===== config.mk =====
export PLATFORM = sky130hd
export DESIGN_NAME = fifo_write_arbiter
export DESIGN_NICKNAME = d
export VERILOG_FILES = /design/src/rtl/fifo_write_arbiter.sv
export SDC_FILE = /design/constraint.sdc
export NUM_CORES = 1
export LEC_CHECK = 0
export ABC_AREA = 1
export CAP_MARGIN = 20
export CORE_ASPECT_RATIO = 0.6
export CORE_MARGIN = 5
export CORE_UTILIZATION = 30
export CTS_BUF_LIST = sky130_fd_sc_hd__clkbuf_4 sky130_fd_sc_hd__clkbuf_8
export DETAILED_ROUTE_END_ITERATION = 6
export GPL_ROUTABILITY_DRIVEN = 1
export PLACE_DENSITY = 0.57
export SYNTH_ARGS = -nofsm -noshare
export SYNTH_HDL_FRONTEND = slang
export SYNTH_SLANG_ARGS = --single-unit
export TNS_END_PERCENT = 30

===== constraint.sdc =====
create_clock -name clk -period 3.35 [get_ports clk]
set_input_delay 0.5025 -clock clk [delete_from_list [all_inputs] [get_ports clk]]
set_output_delay 0.5025 -clock clk [all_outputs]
set_load 0.05 [all_outputs]

===== src/rtl/fifo_write_arbiter.sv =====
// ---------------------------------------------------------------------------
// fifo_write_arbiter
//
// Round-robin arbiter sharing the single write port of the 16x8 FIFO
// (FIFO_Control + ram16x8) among N requesters.  A grant turns into a
// one-cycle write strobe.  The cycle after each grant is a mandatory gap.
// That gap lets the requester react to ack, and it lets FIFO_Control update
// full before the next decision is made.
//
// Ports:
//   clk         system clock
//   reset       synchronous, active-high reset (has priority over everything)
//   req         [N-1:0]   request per requester
//   data_in     [N*W-1:0] flattened data, requester i at [i*W +: W]
//   full        FIFO full flag from FIFO_Control
//   ack         [N-1:0]   one-hot, one-cycle pulse: word of requester taken
//   wr          one-cycle write strobe to FIFO_Control
//   wr_data     [W-1:0]   word to RAM data input, valid while wr=1
//   last_grant  [LG_W-1:0] index of most recently granted requester
//   wr_count    [7:0]     words written since reset, wraps 255->0
// ---------------------------------------------------------------------------
module fifo_write_arbiter #(
    parameter int N = 4,
    parameter int W = 8,
    localparam int LG_W = (N > 1) ? $clog2(N) : 1
) (
    input  logic              clk,
    input  logic              reset,
    input  logic [N-1:0]      req,
    input  logic [N*W-1:0]    data_in,
    input  logic              full,
    output logic [N-1:0]      ack,
    output logic              wr,
    output logic [W-1:0]      wr_data,
    output logic [LG_W-1:0]   last_grant,
    output logic [7:0]        wr_count
);

    localparam int SUM_W = LG_W + 1;
    localparam logic [SUM_W-1:0] N_S = SUM_W'(N);

    typedef enum logic [0:0] {
        IDLE  = 1'b0,
        GRANT = 1'b1
    } state_t;

    state_t             state_reg, state_next;
    logic [N-1:0]       ack_reg, ack_next;
    logic               wr_reg, wr_next;
    logic [W-1:0]       wr_data_reg, wr_data_next;
    logic [LG_W-1:0]    last_grant_reg, last_grant_next;
    logic [7:0]         wr_count_reg, wr_count_next;

    // Unpacked view of the flattened data bus.
    logic [W-1:0]       data_arr [N];

    // cand_idx[k] is the requester checked at priority position k, where
    // position 0 is the one just after the last grant (circular).
    logic [SUM_W-1:0]   cand_sum [N];
    logic [LG_W-1:0]    cand_idx [N];

    logic               grant_found;
    logic [LG_W-1:0]    grant_idx;

    genvar gi;
    generate
        for (gi = 0; gi < N; gi++) begin : g_slice
            assign data_arr[gi] = data_in[gi*W +: W];
            // last_grant <= N-1 and offset <= N, so the sum stays below 2N
            // and a single conditional subtract implements mod N.
            assign cand_sum[gi] = {1'b0, last_grant_reg} + SUM_W'(gi + 1);
            assign cand_idx[gi] = (cand_sum[gi] >= N_S) ?
                                  LG_W'(cand_sum[gi] - N_S) :
                                  cand_sum[gi][LG_W-1:0];
        end
    endgenerate

    // First requesting candidate in rotated priority order.
    always_comb begin
        grant_found = 1'b0;
        grant_idx   = '0;
        for (int k = 0; k < N; k++) begin
            if (!grant_found && req[cand_idx[k]]) begin
                grant_found = 1'b1;
                grant_idx   = cand_idx[k];
            end
        end
    end

    // Next-state and registered-output logic.
    always_comb begin
        state_next      = state_reg;
        ack_next        = '0;
        wr_next         = 1'b0;
        wr_data_next    = wr_data_reg;
        last_grant_next = last_grant_reg;
        wr_count_next   = wr_count_reg;

        case (state_reg)
            IDLE: begin
                if (!full && grant_found) begin
                    ack_next[grant_idx] = 1'b1;
                    wr_next             = 1'b1;
                    wr_data_next        = data_arr[grant_idx];
                    last_grant_next     = grant_idx;
                    wr_count_next       = wr_count_reg + 8'd1;
                    state_next          = GRANT;
                end
            end
            GRANT: begin
                // Gap cycle: no decision, strobes drop back to 0.
                state_next = IDLE;
            end
            default: begin
                state_next = IDLE;
            end
        endcase
    end

    always_ff @(posedge clk) begin
        if (reset) begin
            state_reg      <= IDLE;
            ack_reg        <= '0;
            wr_reg         <= 1'b0;
            wr_data_reg    <= '0;
            // N-1 so that requester 0 is first in line after reset.
            last_grant_reg <= LG_W'(N - 1);
            wr_count_reg   <= 8'd0;
        end else begin
            state_reg      <= state_next;
            ack_reg        <= ack_next;
            wr_reg         <= wr_next;
            wr_data_reg    <= wr_data_next;
            last_grant_reg <= last_grant_next;
            wr_count_reg   <= wr_count_next;
        end
    end

    assign ack        = ack_reg;
    assign wr         = wr_reg;
    assign wr_data    = wr_data_reg;
    assign last_grant = last_grant_reg;
    assign wr_count   = wr_count_reg;

endmodule


After elaboration in Yosys (flattened, before gate mapping)
Cells that the tools add are included.
{ "word_totals": {"regBits": 24, "input_bits": 39, "out_inout_bits": 23} }
{ "classes": {"addsub": 9, "order_cmp": 11, "mux": 27, "bitwise_logic": 3, "n_reduce_logical": 12} }
{ "ops": {"columns": ["operator", "count"], "rows": [
  ["$bmux W8 S2", 1],
  ["$mux W2", 8],
  ["$mux W8", 2],
  ["$ge A3 B3 Y1 const B", 5],
  ["$lt A2 B3 Y1 const B", 5],
  ["$mux W1", 10],
  ["$add A8 B1 Y8 const B", 1],
  ["$bmux W1 S2", 4],
  ["$sub A2 B1 Y2 const B", 4],
  ["$add A2 B2 Y3 const B", 2],
  ["$logic_and A1 B1 Y1", 5],
  ["$logic_not A1 Y1", 4],
  ["$add A2 B1 Y3 const B", 1],
  ["$add A2 B3 Y3 const B", 1],
  ["$not A2 Y3", 1],
  ["$reduce_or A3 Y1", 1],
  ["$demux W1 S2", 1],
  ["$ge A2 B1 Y1 const B", 1],
  ["$not A1 Y1", 2],
  ["$pmux W1 S2", 1],
  ["$reduce_and A2 Y1", 1],
  ["$reduce_or A2 Y1", 1]
]} }

Logic depth before layout (Yosys ltp)
Gate-level depths: netlist of the first run.
{ "logic_depth": {"ltp_word": 19, "depth_mapped": 17, "depth_no_buf": 15} }

Least setup slack after synthesis of the first run
OpenSTA, ideal clock, no wires.
{ "synth_timing": {"path_type": "register to register", "from": "reg last_grant_reg[0] (netlist: last_grant[0])", "to": "reg wr_data_reg[1] (netlist: wr_data[1])", "setup_time_ns": 0.119, "arrival_time_ns": 1.968, "t_required_ns": 3.231, "slack_ns": 1.263, "stages_incl_launch_ff": 17, "period_less_slack_ns": 2.087, "cell_sequence": "dfxtp_1 buf_4 nand2_2 nand2_2 nand2_2 nand2_2 inv_2 nand2_1 nor2_1 nand2_1 nand2_2 buf_6 buf_6 nand3_1 nand3_2 nor2_2 nor2_2"} }
{ "synth_between": {"elab_chain_cells": 19, "word_cells_on_any_way": 44} }
{ "synth_rtl": {"columns": ["item", "line", "rtl"], "rows": [
  ["from (decl)", "51", "logic [LG_W-1:0] last_grant_reg, last_grant_next;"],
  ["from (signal assigned)", "127", "last_grant_reg <= LG_W'(N - 1);"],
  ["from (signal assigned)", "134", "last_grant_reg <= last_grant_next;"],
  ["$add A2 B1 Y3", "71", "assign cand_sum[gi] = {1'b0, last_grant_reg} + SUM_W'(gi + 1);"],
  ["$ge A3 B3 Y1 / $sub A2 B1 Y2 (equally long branches)", "72, 73", null],
  ["$mux W2", "72", "assign cand_idx[gi] = (cand_sum[gi] >= N_S) ?"],
  ["$bmux W1 S2", "83", "if (!grant_found && req[cand_idx[k]]) begin"],
  ["$mux W1 (implied by the code)", "83", null],
  ["$mux W1", "83", null],
  ["$logic_not A1 Y1", "83", null],
  ["$logic_and A1 B1 Y1", "83", null],
  ["(+2 left out)", null, null],
  ["$logic_and A1 B1 Y1", "83", null],
  ["$mux W1", "83", null],
  ["$logic_not A1 Y1", "83", null],
  ["$logic_and A1 B1 Y1", "83", null],
  ["$mux W2", "83", null],
  ["$not A2 Y3 (implied by the code)", "104", "wr_data_next = data_arr[grant_idx];"],
  ["$bmux W8 S2", "104", null],
  ["$mux W8 (implied by the code) (2 in a row)", "104", null],
  ["to (signal assigned)", "133", "wr_data_reg <= wr_data_next;"],
  ["to (decl)", "50", "logic [W-1:0] wr_data_reg, wr_data_next;"]
]} }
Parallel ways exist; a longest one is shown, timed or not. The select of a mux whose other input is x is not followed.
A chain may end at the register's enable or synchronous reset.

Worst setup path after layout of the first run
{ "layout_timing": {"from": "reg last_grant_reg[0] (netlist: last_grant[0])", "to": "reg wr_data_reg[7] (netlist: wr_data[7])"} }
Same word-level chain as after synthesis.

==> results of run 1 <==
[cell families after synthesis]
group / Yosys count / synth area share
AO/OA/AOI/OAI: 25 / 0.0774
XOR/XNOR: 1 / 0.00526
adder cells (fa/ha/maj): 1 / 0.00751
buffers and inverters: 36 / 0.127
flip-flops: 23 / 0.276
AND/OR/NAND/NOR: 152 / 0.506
[worst max-delay path: stages, from the launching register on]
cell and delay, ns:
sky130_fd_sc_hd__dfxtp_1 0.66, sky130_fd_sc_hd__inv_2 0.25, sky130_fd_sc_hd__nand2_1 0.14, sky130_fd_sc_hd__nand2_2 0.09, sky130_fd_sc_hd__nand2_2 0.08, sky130_fd_sc_hd__nand2_2 0.07
sky130_fd_sc_hd__nor2_2 0.09, sky130_fd_sc_hd__nand2_1 0.10, sky130_fd_sc_hd__a21oi_2 0.45, sky130_fd_sc_hd__nand3_1 0.19, sky130_fd_sc_hd__nand3_2 0.13, sky130_fd_sc_hd__nor2_2 0.04
sky130_fd_sc_hd__nor2_2 0.06
[worst max-delay path by stage]
stage | startpoint | to | slack (ns) | cells after the start
5_1_grt | last_grant[0] | wr_data[0] | 0.64 | 14
2_1_floorplan | last_grant[0] | wr_data[1] | 1.26 | 16
3_5_place_dp | req[2] | wr_count[3] | 0.81 | 14
3_3_place_gp | req[2] | wr_data[0] | 0.85 | 15
6_report | last_grant[0] | wr_data[7] | 0.95 | 12
4_1_cts | last_grant[0] | wr_data[0] | 0.91 | 14
[cells in the final DEF, fill, tap and decap left out, types with 15 or more instances in the layout]
cell                              count
sky130_fd_sc_hd__clkdlybuf4s50_1     61
sky130_fd_sc_hd__nand2_1             55
sky130_fd_sc_hd__dfxtp_1             23
sky130_fd_sc_hd__nand3_1             27
sky130_fd_sc_hd__o21ai_0             15
sky130_fd_sc_hd__inv_1               18
sky130_fd_sc_hd__nand3_2             16
sky130_fd_sc_hd__nor2_2              15
sky130_fd_sc_hd__nand2_2             17
[where the power goes]
part / internal (mW) / leakage [nW] / switching, mW
Combinational: 0.282 / 0.755 / 0.552
Clock: 0.0843 / 0.0217 / 0.0978
Sequential: 0.311 / 0.189 / 0.0367
[layer usage]
metal,vias to the layer above,global-route usage,wire [um]
met1,715,0.192,2410
met3,2,0.0458,474
met2,58,0.186,1770
met4,0,0.0145,8
li1,873,-,-
met5,-,0,0
[per-stage QoR]
stage                     setup slack [ns]  power [mW]  hold slack (ns)
after global placement               0.852        1.20            0.483
after CTS                            0.907        1.38            0.514
after floorplan                       1.26        1.07            0.572
final                                0.948        1.36            0.514
after global routing                 0.641        1.48            0.532
after detailed placement             0.812        1.19            0.497
[final cells by class]
| type | count | area, um2 | share of cell area |
|---|---|---|---|
| clock buffer | 3 | 41.3 | 0.0180 |
| clock inverter | 1 | 7.51 | 0.00326 |
| inverter | 24 | 92.6 | 0.0403 |
| multi-input combinational | 179 | 993 | 0.432 |
| sequential | 23 | 460 | 0.200 |
| tap | 69 | 86.3 | 0.0375 |
| timing repair buffer | 62 | 618 | 0.269 |
==> flow_summary.yaml, run 1 <==
synthesis:
  async_reset_ff_frac: 0
  ys_top_cells_by_count: "sky130_fd_sc_hd__nand2_1, sky130_fd_sc_hd__nand3_1, sky130_fd_sc_hd__dfxtp_1"
  synth_most_common_cell: "sky130_fd_sc_hd__nand2_1"
  yosys_warnings: 0
  nets_in_the_synthesized_netlist: 278
  synth.distinct_cells: 27
  postSynthRegisterBits: 23
  netlist_instances: 238
  synth_top_cell_by_area: "sky130_fd_sc_hd__dfxtp_1"
  synth.cell_area_mm2: 0.00167
  dominantRegCellSynth: "sky130_fd_sc_hd__dfxtp_1"
  synthDominantCellAreaShare: 0.276
  syn_avg_cell_area_um2: 7.00
  synth.top_cells.by_area: "sky130_fd_sc_hd__dfxtp_1, sky130_fd_sc_hd__nand2_1, sky130_fd_sc_hd__nand3_2"
  synth-edff-count: 0
  part_of_the_yosys_area_used_for_sequential_elements: 0.276
floorplanning:
  core_mm2: 0.00547
  floorplan.io_pins: 62
  initial_core_util: 0.305
  fp.dieArea_mm2: 0.00719
  number_of_core_rows: 21
  die_w_um: 106
  chipHeight_um: 67.7
layout:
  finish.net_count: 333
  fillers: 584
  post_layout_nonfiller_instances: 361
  finish.instance_area_mm2: 0.00230
  diodes: 0
  layout.core_utilization: 0.421
  area.growth.synth_to_final_pct: 38.1
  post_route_cells_drive_above_1_share: 0.219
setup_path:
  required_ns: 3.56
  worstSetupStartpointType: "flip-flop"
  worst-r2r-setup-slack_ns: 0.95
  cp-end-kind: "flip-flop"
  cp_data_arrival_time_ns: 2.61
  worstReg2RegEnd: "wr_data[7]"
  r2r_depth: 12
  path_max_fanout: 12
  r2r-start: "last_grant[0]"
  critical_path_class: "flip-flop to flip-flop"
cts:
  path_clk_slew_ns: 0.08
  root_buffer: "sky130_fd_sc_hd__clkbuf_8"
  cts_setup_buffers: 0
  cts_tree: "yes"
  cts_buffers: 3
  cts-htree-levels: 1
  clkLatencyLatePin_ns: 0.27
  cts_hold_buf: 0
  post_cts_resize_count: 0
  clockBufferDepth: 2
  clock_sink_count: 23
global_routing:
  grt_max_degree: 22
  wire_length_of_the_first_global_routing_pass_um: 7420
  globalRoute.totalOverflow: 0
  grt_antenna_before_repair: 0
  first_global_vias: 1507
  grt_util_all_layers: 0.131
placed_design:
  dpl.hpwl_um: 3660
  gp_routability_congestion: 0.908
  standard_cell_area_after_detailed_placement_mm2: 0.00225
  placed_cells_incl_taps: 357
  place.port_buffers: 61
run_status:
  status: "complete, no violations"
run:
  maxCapViolations: 0
timing:
  worst_slew_pin_slew_ns: 0.527
  final_min_period_over_clock_period: 0.717
  slew-limit-headroom: 0.647
  timing_max_transition_violations_final: 0
  finalSetupTns_ns: 0
  finalHoldViolCount: 0
  layout_skew_ns: 0.00725
  rsz_0062_raised_after_global_routing: "false"
  max_freq_mhz: 416
  finalWorstPathRequiredPeriod_ns: 2.40
  finalSetupViolCount: 0
pwr:
  p_leak_nw: 0.965
  power_per_cell_area_mw_per_mm2: 593
  ir_drop_mv: 0.193
detailed_routing:
  first_pass_iters: 4
  detail_route.vias_per_cell: 4.57
  routed_wire_length_per_instance_um: 12.9
  post-route-drc-count: 0
  vias_post_dr: 1648
  post_detailed_route_count_of_antenna_violating_nets: 0
  drt_iter0_markers: 101
  postRouteWirelength_um: 4660
hold_path:
  hold_end: "wr_count[7]"
  worstHoldPathCells: 2
  class_of_the_most_critical_hold_timing_path: "flip-flop to flip-flop"
  timing.hold.worst.start: "wr_count[7]"
Power figures use the tool's default switching activity.
==> inputs of run 2 (changes only) <==
Settings changed: PLACE_DENSITY 0.57 to 0.59.
Clock period 3.35 ns to 2.08 ns, I/O delays scaled along.
==> run 2 against run 1 <==
Final cell count is 3.9% higher. Utilization is 3.2 points higher. Die area stayed put. Sequential share of layout area is 1.2 points lower. Wire length is 1.5% higher. Global-route usage is 0.50 points higher. Design area is 7.6% higher. Non-clock buffer count is 14 higher. Sequential power is 59% higher. Clock skew is 0.0049 ns lower. First-iteration DRC count is 16% lower. Critical endpoint is now last_grant[0]. Largest power group unchanged. Highest routed layer unchanged.
==> flow_summary.yaml, run 2 (same netlist as run 1, synthesis figures left out) <==
run_status:
  status: "complete, no violations"
global_routing:
  globalRoute.totalOverflow: 0
  wire_length_of_the_first_global_routing_pass_um: 7800
  grt_antenna_before_repair: 0
  grt_max_degree: 20
  grt_util_all_layers: 0.136
  first_global_vias: 1672
placed_design:
  dpl.hpwl_um: 3750
  standard_cell_area_after_detailed_placement_mm2: 0.00241
  gp_routability_congestion: 0.988
  place.port_buffers: 61
timing:
  timing_max_transition_violations_final: 0
  layout_skew_ns: 0.00234
  finalWorstPathRequiredPeriod_ns: 1.94
  final_min_period_over_clock_period: 0.932
  rsz_0062_raised_after_global_routing: "false"
  finalSetupViolCount: 0
  worst_slew_pin_slew_ns: 0.522
  max_freq_mhz: 516
  finalSetupTns_ns: 0
  slew-limit-headroom: 0.651
  finalHoldViolCount: 0
run:
  maxCapViolations: 0
cts:
  cts_tree: "yes"
  clockBufferDepth: 2
  path_clk_slew_ns: 0.08
  cts_buffers: 3
  clkLatencyLatePin_ns: 0.26
  root_buffer: "sky130_fd_sc_hd__clkbuf_8"
  clock_sink_count: 23
  cts_hold_buf: 0
  cts-htree-levels: 1
layout:
  mostFrequentLayoutCells: "sky130_fd_sc_hd__clkdlybuf4s50_1, sky130_fd_sc_hd__nand2_1, sky130_fd_sc_hd__nand3_1"
  finish.net_count: 347
  diodes: 0
  layout.core_utilization: 0.453
  area.growth.synth_to_final_pct: 48.5
  finish.instance_area_mm2: 0.00247
  fillers: 566
  layout.cells.most_common: "sky130_fd_sc_hd__clkdlybuf4s50_1"
  post_route_cells_drive_above_1_share: 0.261
floorplanning:
  core_mm2: 0.00547
  number_of_core_rows: 21
  die_w_um: 106
  initial_core_util: 0.305
  floorplan.io_pins: 62
  fp.dieArea_mm2: 0.00719
  chipHeight_um: 67.7
pwr:
  power.sequential.fraction: 0.225
  ir_drop_mv: 0.304
  clkPwrFrac: 0.120
  cellInternalPower_mw: 1.31
  combinationalPowerShare: 0.655
  power_switching_mw: 1.15
  power_per_cell_area_mw_per_mm2: 995
  p_leak_nw: 1.06
  netSwitchingFraction: 0.466
setup_path:
  crit_path_top_delay_cell: "sky130_fd_sc_hd__clkdlybuf4s50_1"
  crit_path_max_incr_delay_ns: 0.81
  worstSetupStartpointType: "flip-flop"
  critical_path_class: "flip-flop to output pin"
  timing.critical_path.cells: "buf_6, clkdlybuf4s50_1"
  path_max_fanout: 8
  cp-end-kind: "output pin"
  cp_data_arrival_time_ns: 1.63
  required_ns: 1.77
detailed_routing:
  detail_route.vias_per_cell: 4.53
  routed_wire_length_per_instance_um: 12.6
  vias_post_dr: 1697
  first_pass_iters: 4
  post-route-drc-count: 0
  postRouteWirelength_um: 4730
  post_detailed_route_count_of_antenna_violating_nets: 0
  drt_iter0_markers: 85
hold_path:
  class_of_the_most_critical_hold_timing_path: "flip-flop to flip-flop"
==> run 2: critical path: cells and delay by family, from the launching register on <==
kind	cells	cell delay, ns
buffers and inverters	2	0.96
flip-flops	1	0.40
==> run 2: final timing paths <==
kind	slack (ns)	cells after the start	end	start
setup / recovery	0.14	2	last_grant[0]	last_grant[0]
hold / removal	0.51	2	wr_count[7]	wr_count[7]
setup reg to reg	0.20	14	wr_data[7]	last_grant[1]
hold reg to reg	0.51	2	wr_count[7]	wr_count[7]
==> run 2: repair_timing <==
action                     4_1_cts  5_1_grt
setup endpoints to repair        0        9
setup buffers                    0        0
gates resized for setup          0        4
==> run 2: cell type report <==
type                            count  area, um2  share of cell area
Clock buffer                        4       48.8              0.0197
Inverter                           24       95.1              0.0384
Multi-Input combinational cell    179       1000               0.405
Sequential cell                    23        465               0.188
Tap cell                           69       86.3              0.0349
Timing Repair Buffer               76        777               0.314
==> run 2: routing by layer <==
metal | part of all wire | routed length (um) | track usage | up-vias
met2 | 0.41 | 1930 | 0.214 | 55
met5 | 0 | 0 | 0 | -
li1 | - | - | - | 906
met4 | 0.0017 | 8 | 0.0145 | 0
met3 | 0.089 | 422 | 0.0420 | 2
met1 | 0.50 | 2370 | 0.188 | 734
==> run 2: stage by stage <==
stage / hold slack, ns / worst slack (ns) / cells / power [mW]
final: 0.509 / 0.142 / 375 / 2.46
after global routing: 0.559 / 0.00581 / 375 / 2.66
after CTS: 0.511 / 0.0798 / 375 / 2.47
after detailed placement: 0.493 / -0.121 / 371 / 2.16
after global placement: 0.486 / -0.0816 / 371 / 2.15
after floorplan: 0.381 / 0.169 / 238 / 1.72
==> run 2: power groups by stage <==
stage / Combinational, mW / Sequential [mW] / Clock, mW
global route: 1.77 / 0.563 / 0.327
finish: 1.61 / 0.554 / 0.296
detailed placement: 1.60 / 0.561 / 0
global placement: 1.59 / 0.561 / 0
CTS: 1.61 / 0.552 / 0.309
floorplan: 0.971 / 0.751 / 0
